## src/rtl/fp_nan_pkg.sv

```systemverilog
// Shared types, default field widths and NaN helpers for the FP NaN dispatch front-end.
// Helpers work on a 64-bit container so any format up to double precision fits.
package fp_nan_pkg;

    localparam int SIGN_W_DEF = 1;
    localparam int EXPO_W_DEF = 8;
    localparam int MANT_W_DEF = 23;
    localparam int FP_MAX_W   = 64;

    typedef enum logic [2:0] {
        IDLE,
        CHK_A,
        CHK_B,
        ISSUE,
        WAIT_DP,
        OUT
    } state_t;

    // Canonical quiet NaN: positive sign, exponent all ones, only the mantissa MSB set.
    function automatic logic [FP_MAX_W-1:0] canon_qnan(input int expo_w, input int mant_w);
        logic [FP_MAX_W-1:0] expo_ones;
        expo_ones = (FP_MAX_W'(1) << expo_w) - FP_MAX_W'(1);
        return (expo_ones << mant_w) | (FP_MAX_W'(1) << (mant_w - 1));
    endfunction

    function automatic logic [FP_MAX_W-1:0] quiet(input logic [FP_MAX_W-1:0] nan, input int mant_w);
        return nan | (FP_MAX_W'(1) << (mant_w - 1));
    endfunction

endpackage

```

## src/rtl/nan_chk.sv

```systemverilog
// Combinational NaN / signalling-NaN classifier for one packed {sign,expo,mant} operand.
module nan_chk
    import fp_nan_pkg::*;
#(
    parameter int SIGN_W = SIGN_W_DEF,
    parameter int EXPO_W = EXPO_W_DEF,
    parameter int MANT_W = MANT_W_DEF
) (
    input  logic [SIGN_W+EXPO_W+MANT_W-1:0] val,
    output logic                            is_nan,
    output logic                            is_snan
);

    logic [EXPO_W-1:0] expo;
    logic [MANT_W-1:0] mant;
    logic              unused_sign;

    assign expo        = val[MANT_W +: EXPO_W];
    assign mant        = val[MANT_W-1:0];
    assign unused_sign = ^val[SIGN_W+EXPO_W+MANT_W-1 -: SIGN_W];

    assign is_nan  = (&expo) && (|mant);
    assign is_snan = is_nan && !mant[MANT_W-1];

endmodule

```

## src/rtl/fp_nan_dispatch.sv

```systemverilog
// Front-end for a two-operand FP datapath: NaN pairs are answered locally, others are issued.
// Define FP_NAN_DISPATCH_DEFAULT_NAN_EN to return the canonical qNaN instead of a propagated one.
module fp_nan_dispatch
    import fp_nan_pkg::*;
#(
    parameter  int SIGN_W = SIGN_W_DEF,
    parameter  int EXPO_W = EXPO_W_DEF,
    parameter  int MANT_W = MANT_W_DEF,
    localparam int FP_W   = SIGN_W + EXPO_W + MANT_W
) (
    input  logic            clk,
    input  logic            rst,
    input  logic            in_valid,
    output logic            in_ready,
    input  logic [FP_W-1:0] in_a,
    input  logic [FP_W-1:0] in_b,
    output logic            dp_valid,
    input  logic            dp_ready,
    output logic [FP_W-1:0] dp_a,
    output logic [FP_W-1:0] dp_b,
    input  logic            dp_res_valid,
    input  logic [FP_W-1:0] dp_res,
    output logic            out_valid,
    input  logic            out_ready,
    output logic [FP_W-1:0] out_res,
    output logic            out_nv,
    output logic            nv_sticky,
    input  logic            nv_clr
);

    state_t          state, state_nxt;
    logic [FP_W-1:0] a_reg, b_reg;
    logic [FP_W-1:0] chk_in;
    logic [FP_W-1:0] nan_res;
    logic            nan_a, snan_a;
    logic            chk_nan, chk_snan;

    // One classifier serves both operands; B's flags are consumed in the cycle they are produced.
    assign chk_in = (state == CHK_B) ? b_reg : a_reg;

    nan_chk #(
        .SIGN_W (SIGN_W),
        .EXPO_W (EXPO_W),
        .MANT_W (MANT_W)
    ) u_nan_chk (
        .val     (chk_in),
        .is_nan  (chk_nan),
        .is_snan (chk_snan)
    );

`ifdef FP_NAN_DISPATCH_DEFAULT_NAN_EN
    assign nan_res = FP_W'(canon_qnan(EXPO_W, MANT_W));
`else
    assign nan_res = nan_a ? FP_W'(quiet(FP_MAX_W'(a_reg), MANT_W))
                           : FP_W'(quiet(FP_MAX_W'(b_reg), MANT_W));
`endif

    assign dp_a = a_reg;
    assign dp_b = b_reg;

    always_ff @(posedge clk) begin
        if (rst) begin
            state <= IDLE;
        end else begin
            state <= state_nxt;
        end
    end

    always_comb begin
        state_nxt = state;
        in_ready  = 1'b0;
        dp_valid  = 1'b0;
        out_valid = 1'b0;
        case (state)
            IDLE: begin
                in_ready = 1'b1;
                if (in_valid) state_nxt = CHK_A;
            end
            CHK_A:   state_nxt = CHK_B;
            CHK_B:   state_nxt = (nan_a || chk_nan) ? OUT : ISSUE;
            ISSUE: begin
                dp_valid = 1'b1;
                if (dp_ready) state_nxt = WAIT_DP;
            end
            WAIT_DP: if (dp_res_valid) state_nxt = OUT;
            OUT: begin
                out_valid = 1'b1;
                if (out_ready) state_nxt = IDLE;
            end
            default: state_nxt = IDLE;
        endcase
    end

    // Operand capture, classification flags, result and sticky NV; a set beats a same-cycle clear.
    always_ff @(posedge clk) begin
        if (rst) begin
            a_reg     <= '0;
            b_reg     <= '0;
            nan_a     <= 1'b0;
            snan_a    <= 1'b0;
            out_res   <= '0;
            out_nv    <= 1'b0;
            nv_sticky <= 1'b0;
        end else begin
            if (state == IDLE && in_valid) begin
                a_reg <= in_a;
                b_reg <= in_b;
            end
            if (state == CHK_A) begin
                nan_a  <= chk_nan;
                snan_a <= chk_snan;
            end
            if (state == CHK_B && (nan_a || chk_nan)) begin
                out_res <= nan_res;
                out_nv  <= snan_a || chk_snan;
            end
            if (state == WAIT_DP && dp_res_valid) begin
                out_res <= dp_res;
                out_nv  <= 1'b0;
            end
            if (out_valid && out_ready && out_nv) begin
                nv_sticky <= 1'b1;
            end else if (nv_clr) begin
                nv_sticky <= 1'b0;
            end
        end
    end

endmodule

```

## config.mk

```make
export PLATFORM = sky130hd
export DESIGN_NAME = fp_nan_dispatch
export DESIGN_NICKNAME = d
export VERILOG_FILES = /design/src/rtl/fp_nan_pkg.sv /design/src/rtl/nan_chk.sv /design/src/rtl/fp_nan_dispatch.sv
export SDC_FILE = /design/constraint.sdc
export NUM_CORES = 1
export LEC_CHECK = 0
export CORE_ASPECT_RATIO = 1.1
export CORE_MARGIN = 1.5
export CORE_UTILIZATION = 43
export DETAILED_ROUTE_END_ITERATION = 6
export PLACE_DENSITY_LB_ADDON = 0.08
export SETUP_SLACK_MARGIN = 0.05
export SLEW_MARGIN = 20
export SYNTH_ARGS = -nofsm -noshare
export SYNTH_HDL_FRONTEND = slang
export SYNTH_SLANG_ARGS = --single-unit
```

## constraint.sdc

```tcl
create_clock -name clk -period 2.3 [get_ports clk]
set_input_delay 0.23 -clock clk [delete_from_list [all_inputs] [get_ports clk]]
set_output_delay 0.23 -clock clk [all_outputs]
set_load 0.01 [all_outputs]
```

## Word level (Yosys, flattened, before mapping)

Index checks and enable logic that the tools add are counted.

- Output and inout bits: 101
- Register bits after elaboration: 103
- Input port bits: 103

- Mux-type cells: 15
- Eq/ne operators: 9
- Reductions and logical operators: 17

Operators by type and width:

| cell | count |
|---|---|
| 2-to-1 mux 32 bit | 3 |
| 2-to-1 mux 31 bit | 1 |
| OR reduction 23 bit | 1 |
| one-hot mux 3 bit (6 select lines) | 1 |
| 2-to-1 mux 3 bit | 5 |
| inequality test 2 bit (second input constant) | 4 |
| AND reduction 8 bit | 1 |
| logical AND 1 bit | 7 |
| == test 3 x 2 -> 1 bit (second input constant) | 2 |
| == test 3 bit (second input constant) | 2 |
| 2-to-1 mux 1 bit | 5 |
| AND reduction 4 bit | 1 |
| nonzero test 2 bit | 2 |
| == test 3 x 1 -> 1 bit (second input constant) | 1 |
| logical NOT 3 bit | 1 |
| logical OR 1 bit | 2 |
| OR reduction 2 bit | 1 |
| logical NOT 1 bit | 1 |

## Depth between registers and ports, before layout

- Depth in word-level cells: 8
- Depth in mapped cells: 8

## Cells and area by module

A second synthesis with hierarchy kept.

- Cell total of the unflattened synthesis: 551
- Area total of the unflattened synthesis: 4628.2 um^2

By module, submodules not included:

| module | seq. area each (um^2) | area an instance (um^2) | cells an instance | instances |
|---|---|---|---|---|
| fp_nan_dispatch | 2062.0 | 4536.9 | 539 | 1 |
| nan_chk | 0.0 | 91.3 | 12 | 1 |

## Worst setup path before layout

OpenSTA, ideal clock, no wires.

- Path type: reg2reg
- From: register b_reg[17] (netlist: dp_b[17])
- To: register out_res[17]
- Path buffers: 2
- Arrival time: 1.563 ns
- Required time: 2.180 ns
- Path slack: 0.618 ns
- Library setup time: 0.120 ns
- Stages on the path, launching flop included: 8
- Path through: dfxtp_1 -> nor4_1 -> nand4_1 -> o211ai_2 -> buf_6 -> buf_6 -> nor4_2 -> a211o_1

- Word-level cells in the longest chain between the ends: 6
- Elaborated cells on any way between the ends: 9
- Those cells by class: 4 x mux; 5 x reduce/logical

RTL lines:

| what | RTL line | source |
|---|---|---|
| start, declared | fp_nan_dispatch.sv:32 | `logic [FP_W-1:0] a_reg, b_reg;` |
| start signal, assigned | fp_nan_dispatch.sv:107 | `b_reg <= in_b;` |
| 2-to-1 mux 31 bit | fp_nan_dispatch.sv:39 | `assign chk_in = (state == CHK_B) ? b_reg : a_reg;` |
| OR reduction 23 bit | nan_chk.sv:22 | `assign is_nan = (&expo) && (\|mant);` |
| logical AND 1 bit | nan_chk.sv:22 |  |
| logical OR 1 bit | fp_nan_dispatch.sv:113 | `if (state == CHK_B && (nan_a \|\| chk_nan)) begin` |
| logical AND 1 bit | fp_nan_dispatch.sv:113 |  |
| nonzero test 2 bit (no line) | -- |  |
| end signal, assigned | fp_nan_dispatch.sv:114 | `out_res <= nan_res;` |
| end signal, assigned | fp_nan_dispatch.sv:118 | `out_res <= dp_res;` |
| end, declared | fp_nan_dispatch.sv:25 | `output logic [FP_W-1:0] out_res,` |

Parallel ways exist; a longest one is shown, timed or not. The select of a mux whose other input is x is not followed.
A chain may end at the register's enable or synchronous reset.

## Worst setup path in the final report

- From: register b_reg[0] (netlist: dp_b[0])
- To: register out_res[1]

- Word-level cells in the longest chain between the ends: 6

RTL lines:

| what | RTL line |
|---|---|
| 2-to-1 mux 31 bit | fp_nan_dispatch.sv:39 |
| OR reduction 23 bit | nan_chk.sv:22 |
| logical AND 1 bit | nan_chk.sv:22 |
| logical OR 1 bit | fp_nan_dispatch.sv:113 |
| logical AND 1 bit | fp_nan_dispatch.sv:113 |
| nonzero test 2 bit (no line) | -- |

No other way between the ends.

==> out/results.tsv <==
metric	value	unit
Post-Route WL	15430	um
total number of vias	4869	
count leader, synth	nand2_1	
maxcap violations	0	
RePlAce Congestion	0.9049	
area of the mapped netlist	0.004906	sq mm
Fmax achieved	480.6	MHz
ANT nets after route	0	
hpwl dp	11410	um
CTS Sinks	103	
post-route clock period utilization	90.46	%
H-tree depth	3	
crit path from	dp_b[0]	
CTS clk-pin slew, worst paths	0.08	ns
leakage power	2.837	nW
Max-slew headroom	65.58	%
CP startpoint kind	register	
endpoints failing setup	0	
RSZ-0062 raised after global routing	false	
largest net degree at the start of global routing	68	
total die area	0.01206	sq mm
n_diodes	0	
Seq/Total Area, Yosys	42.03	%
max-slew violation count	0	
FF-to-FF Start	dp_b[0]	
GRT Resource Usage Total	24.81	%
EDFF count, synth	0	
root buf cell	clkbuf_16	
synth warn	0	
fin util	66.65	%
drt drc	0	
Avg Vias per Cell	5.380	
die height	115.0	um
Syn Area/Cell	8.488	sq um
floorplan core area	0.01101	sq mm
hold_ws	0.4315	ns
Crit path arrival time	2.31	ns
initial antenna violation count	0	
Crit Path Category	register to register	
min-delay worst type	primary input to register	
starting density of the core	44.56	%
Avg WL per Cell	17.05	um
Final #Nets	856	
Area contributors post-synth	dfxtp_1 (42%), nand2_1 (10%), a21oi_1 (7.2%)	
FFs w/ async S/R, synth	0	%
clock tree buffer depth	2	
fillcell total	917	
Worst Clk Skew	0.01098	ns
# IOs	204	
worst-path maximum fanout	51	
Initial DRC Count	241	
# rows	40	
maximum vdd drop	0.4434	mV
primary flip-flop cell chosen by synthesis mapping	dfxtp_1	
Multi-input gate area	0.002591	sq mm
cells after synthesis	578	
FF/Latch Area	0.002064	sq mm
fin crit period	2.081	ns
#FFs+latches synth	103	
total gr overflow	0	
first-pass GRT wire length	23690	um
Area Overhead vs Synth	49.58	%
accumulated negative setup slack	0	ns
R2R cell count	6	
CP Capture Type	register	
Yosys top cell area share	42.03	%
post-synth top area cell	dfxtp_1	
chip width	104.8	um
final hold vios	0	
outcome	finished clean	
WHS Path Cells	3	
worst hold path endpoint	dp_a[1]	
CTS tree	yes	
R2R Path End	out_res[1]	
layout cell share with drive strength beyond 1	6.992	%
drt first pass iters	4	
vias in the first global route	4669	
power per cell area	600.3	mW/mm^2
Yosys cell types	34	
Worst R2R Setup Slack	0.22	ns
Synth top cells by count	nand2_1 (137), dfxtp_1 (103), a21oi_1 (71)	
Hold Crit Start	in_a[1]	
IO buf count	203	
Mapped Nets	681	
Setup Fix Bufs, Post-CTS	0	
worst slew pin tran	0.5116	ns
TritonCTS Buffers	9	
Worst Path Required	2.53	ns
latest clock arrival within the worst-skew pair	0.34	ns
-- metal layers --
| layer | part of all wire, % | vias up | track usage, % |
|---|---|---|---|
| li1 | - | 2409 | - |
| met1 | 40 | 2278 | 27.63 |
| met2 | 51 | 153 | 45.53 |
| met3 | 5.8 | 29 | 5.385 |
| met4 | 3.3 | 0 | 11.05 |
| met5 | 0 | - | 0 |
-- metrics by stage --
step	cells	worst slack [ns]	area [sq um]	total power, mW
3_5_place_dp	889	0.2329	7044	2.952
4_1_cts	905	0.1455	7332	4.431
2_1_floorplan	578	0.6176	4906	2.421
5_1_grt	905	0.1201	7338	4.588
3_3_place_gp	889	0.2671	7044	2.936
6_report	905	0.2195	7338	4.405
-- logic make-up (layout without fill, tap and decap cells) --
| kind of cell | after synthesis | count (layout) | synth area share (%) |
|---|---|---|---|
| multiplexers | 32 | 32 | 6.554 |
| AO/OA/AOI/OAI | 117 | 117 | 15.15 |
| buffers and inverters | 59 | 239 | 5.509 |
| flip-flops | 103 | 103 | 42.03 |
| AND/OR/NAND/NOR | 267 | 267 | 30.76 |
-- power breakdown --
group | switching, mW | internal, mW
Clock | 0.731 | 0.761
Sequential | 0.121 | 1.89
Combinational | 0.431 | 0.475
Total | 1.28 | 3.12
-- worst max-delay path by stage --
stage                        to  cells past startpoint  slack [ns]
detailed placement   out_res[1]                      6        0.23
finish               out_res[1]                      6        0.22
CTS                    dp_valid                      3        0.15
floorplan           out_res[17]                      7        0.62
global placement     out_res[1]                      6        0.27
global route         out_res[1]                      6        0.12
-- layout make-up --
class                           count  area share [%]
Tap cell                          147           2.506
Clock buffer                        9           3.069
Timing Repair Buffer              218           29.87
Sequential cell                   103           28.13
Clock inverter                      7          0.8525
Inverter                            5          0.2558
Multi-Input combinational cell    416           35.31
-- what timing repair did --
item / in CTS / in global routing
resized for setup: 0 / 2
hold buffers: 0 / 0
endpoints found under the setup margin: 0 / 2
-- layout by cell type (no fill, tap or decap), types with 3 or more instances in the layout --
cell type / netlist / final
a211o_1: 32 / 32
nor3b_1: 31 / 31
buf_12: 0 / 4
nor2_1: 6 / 6
o21ai_0: 4 / 4
nor4_2: 10 / 10
a211oi_1: 3 / 3
clkbuf_16: 0 / 9
inv_1: 4 / 4
dfxtp_1: 103 / 101
nor3_1: 4 / 3
nand4_1: 6 / 6
buf_4: 3 / 12
nor4_1: 31 / 31
clkdlybuf4s50_1: 0 / 202
nand2_1: 137 / 136
a21oi_1: 71 / 71
and3b_1: 31 / 31
mux2i_1: 31 / 31
-- worst max-delay path, cell delays in order (launching register included) --
cell      delay, ns
dfxtp_1        0.35
nor4_1         0.40
nand4_1        0.29
o211ai_4       0.29
buf_12         0.27
nor4_1         0.09
a211o_1        0.27
-- registers in the layout (all words and copies together), names as in the netlist --
signal	count
out_nv	1
snan_a	1
dp_a	32
state	3
nv_sticky	1
out_res	32
dp_b	32
nan_a	1
(Power assumes the default switching activity.)
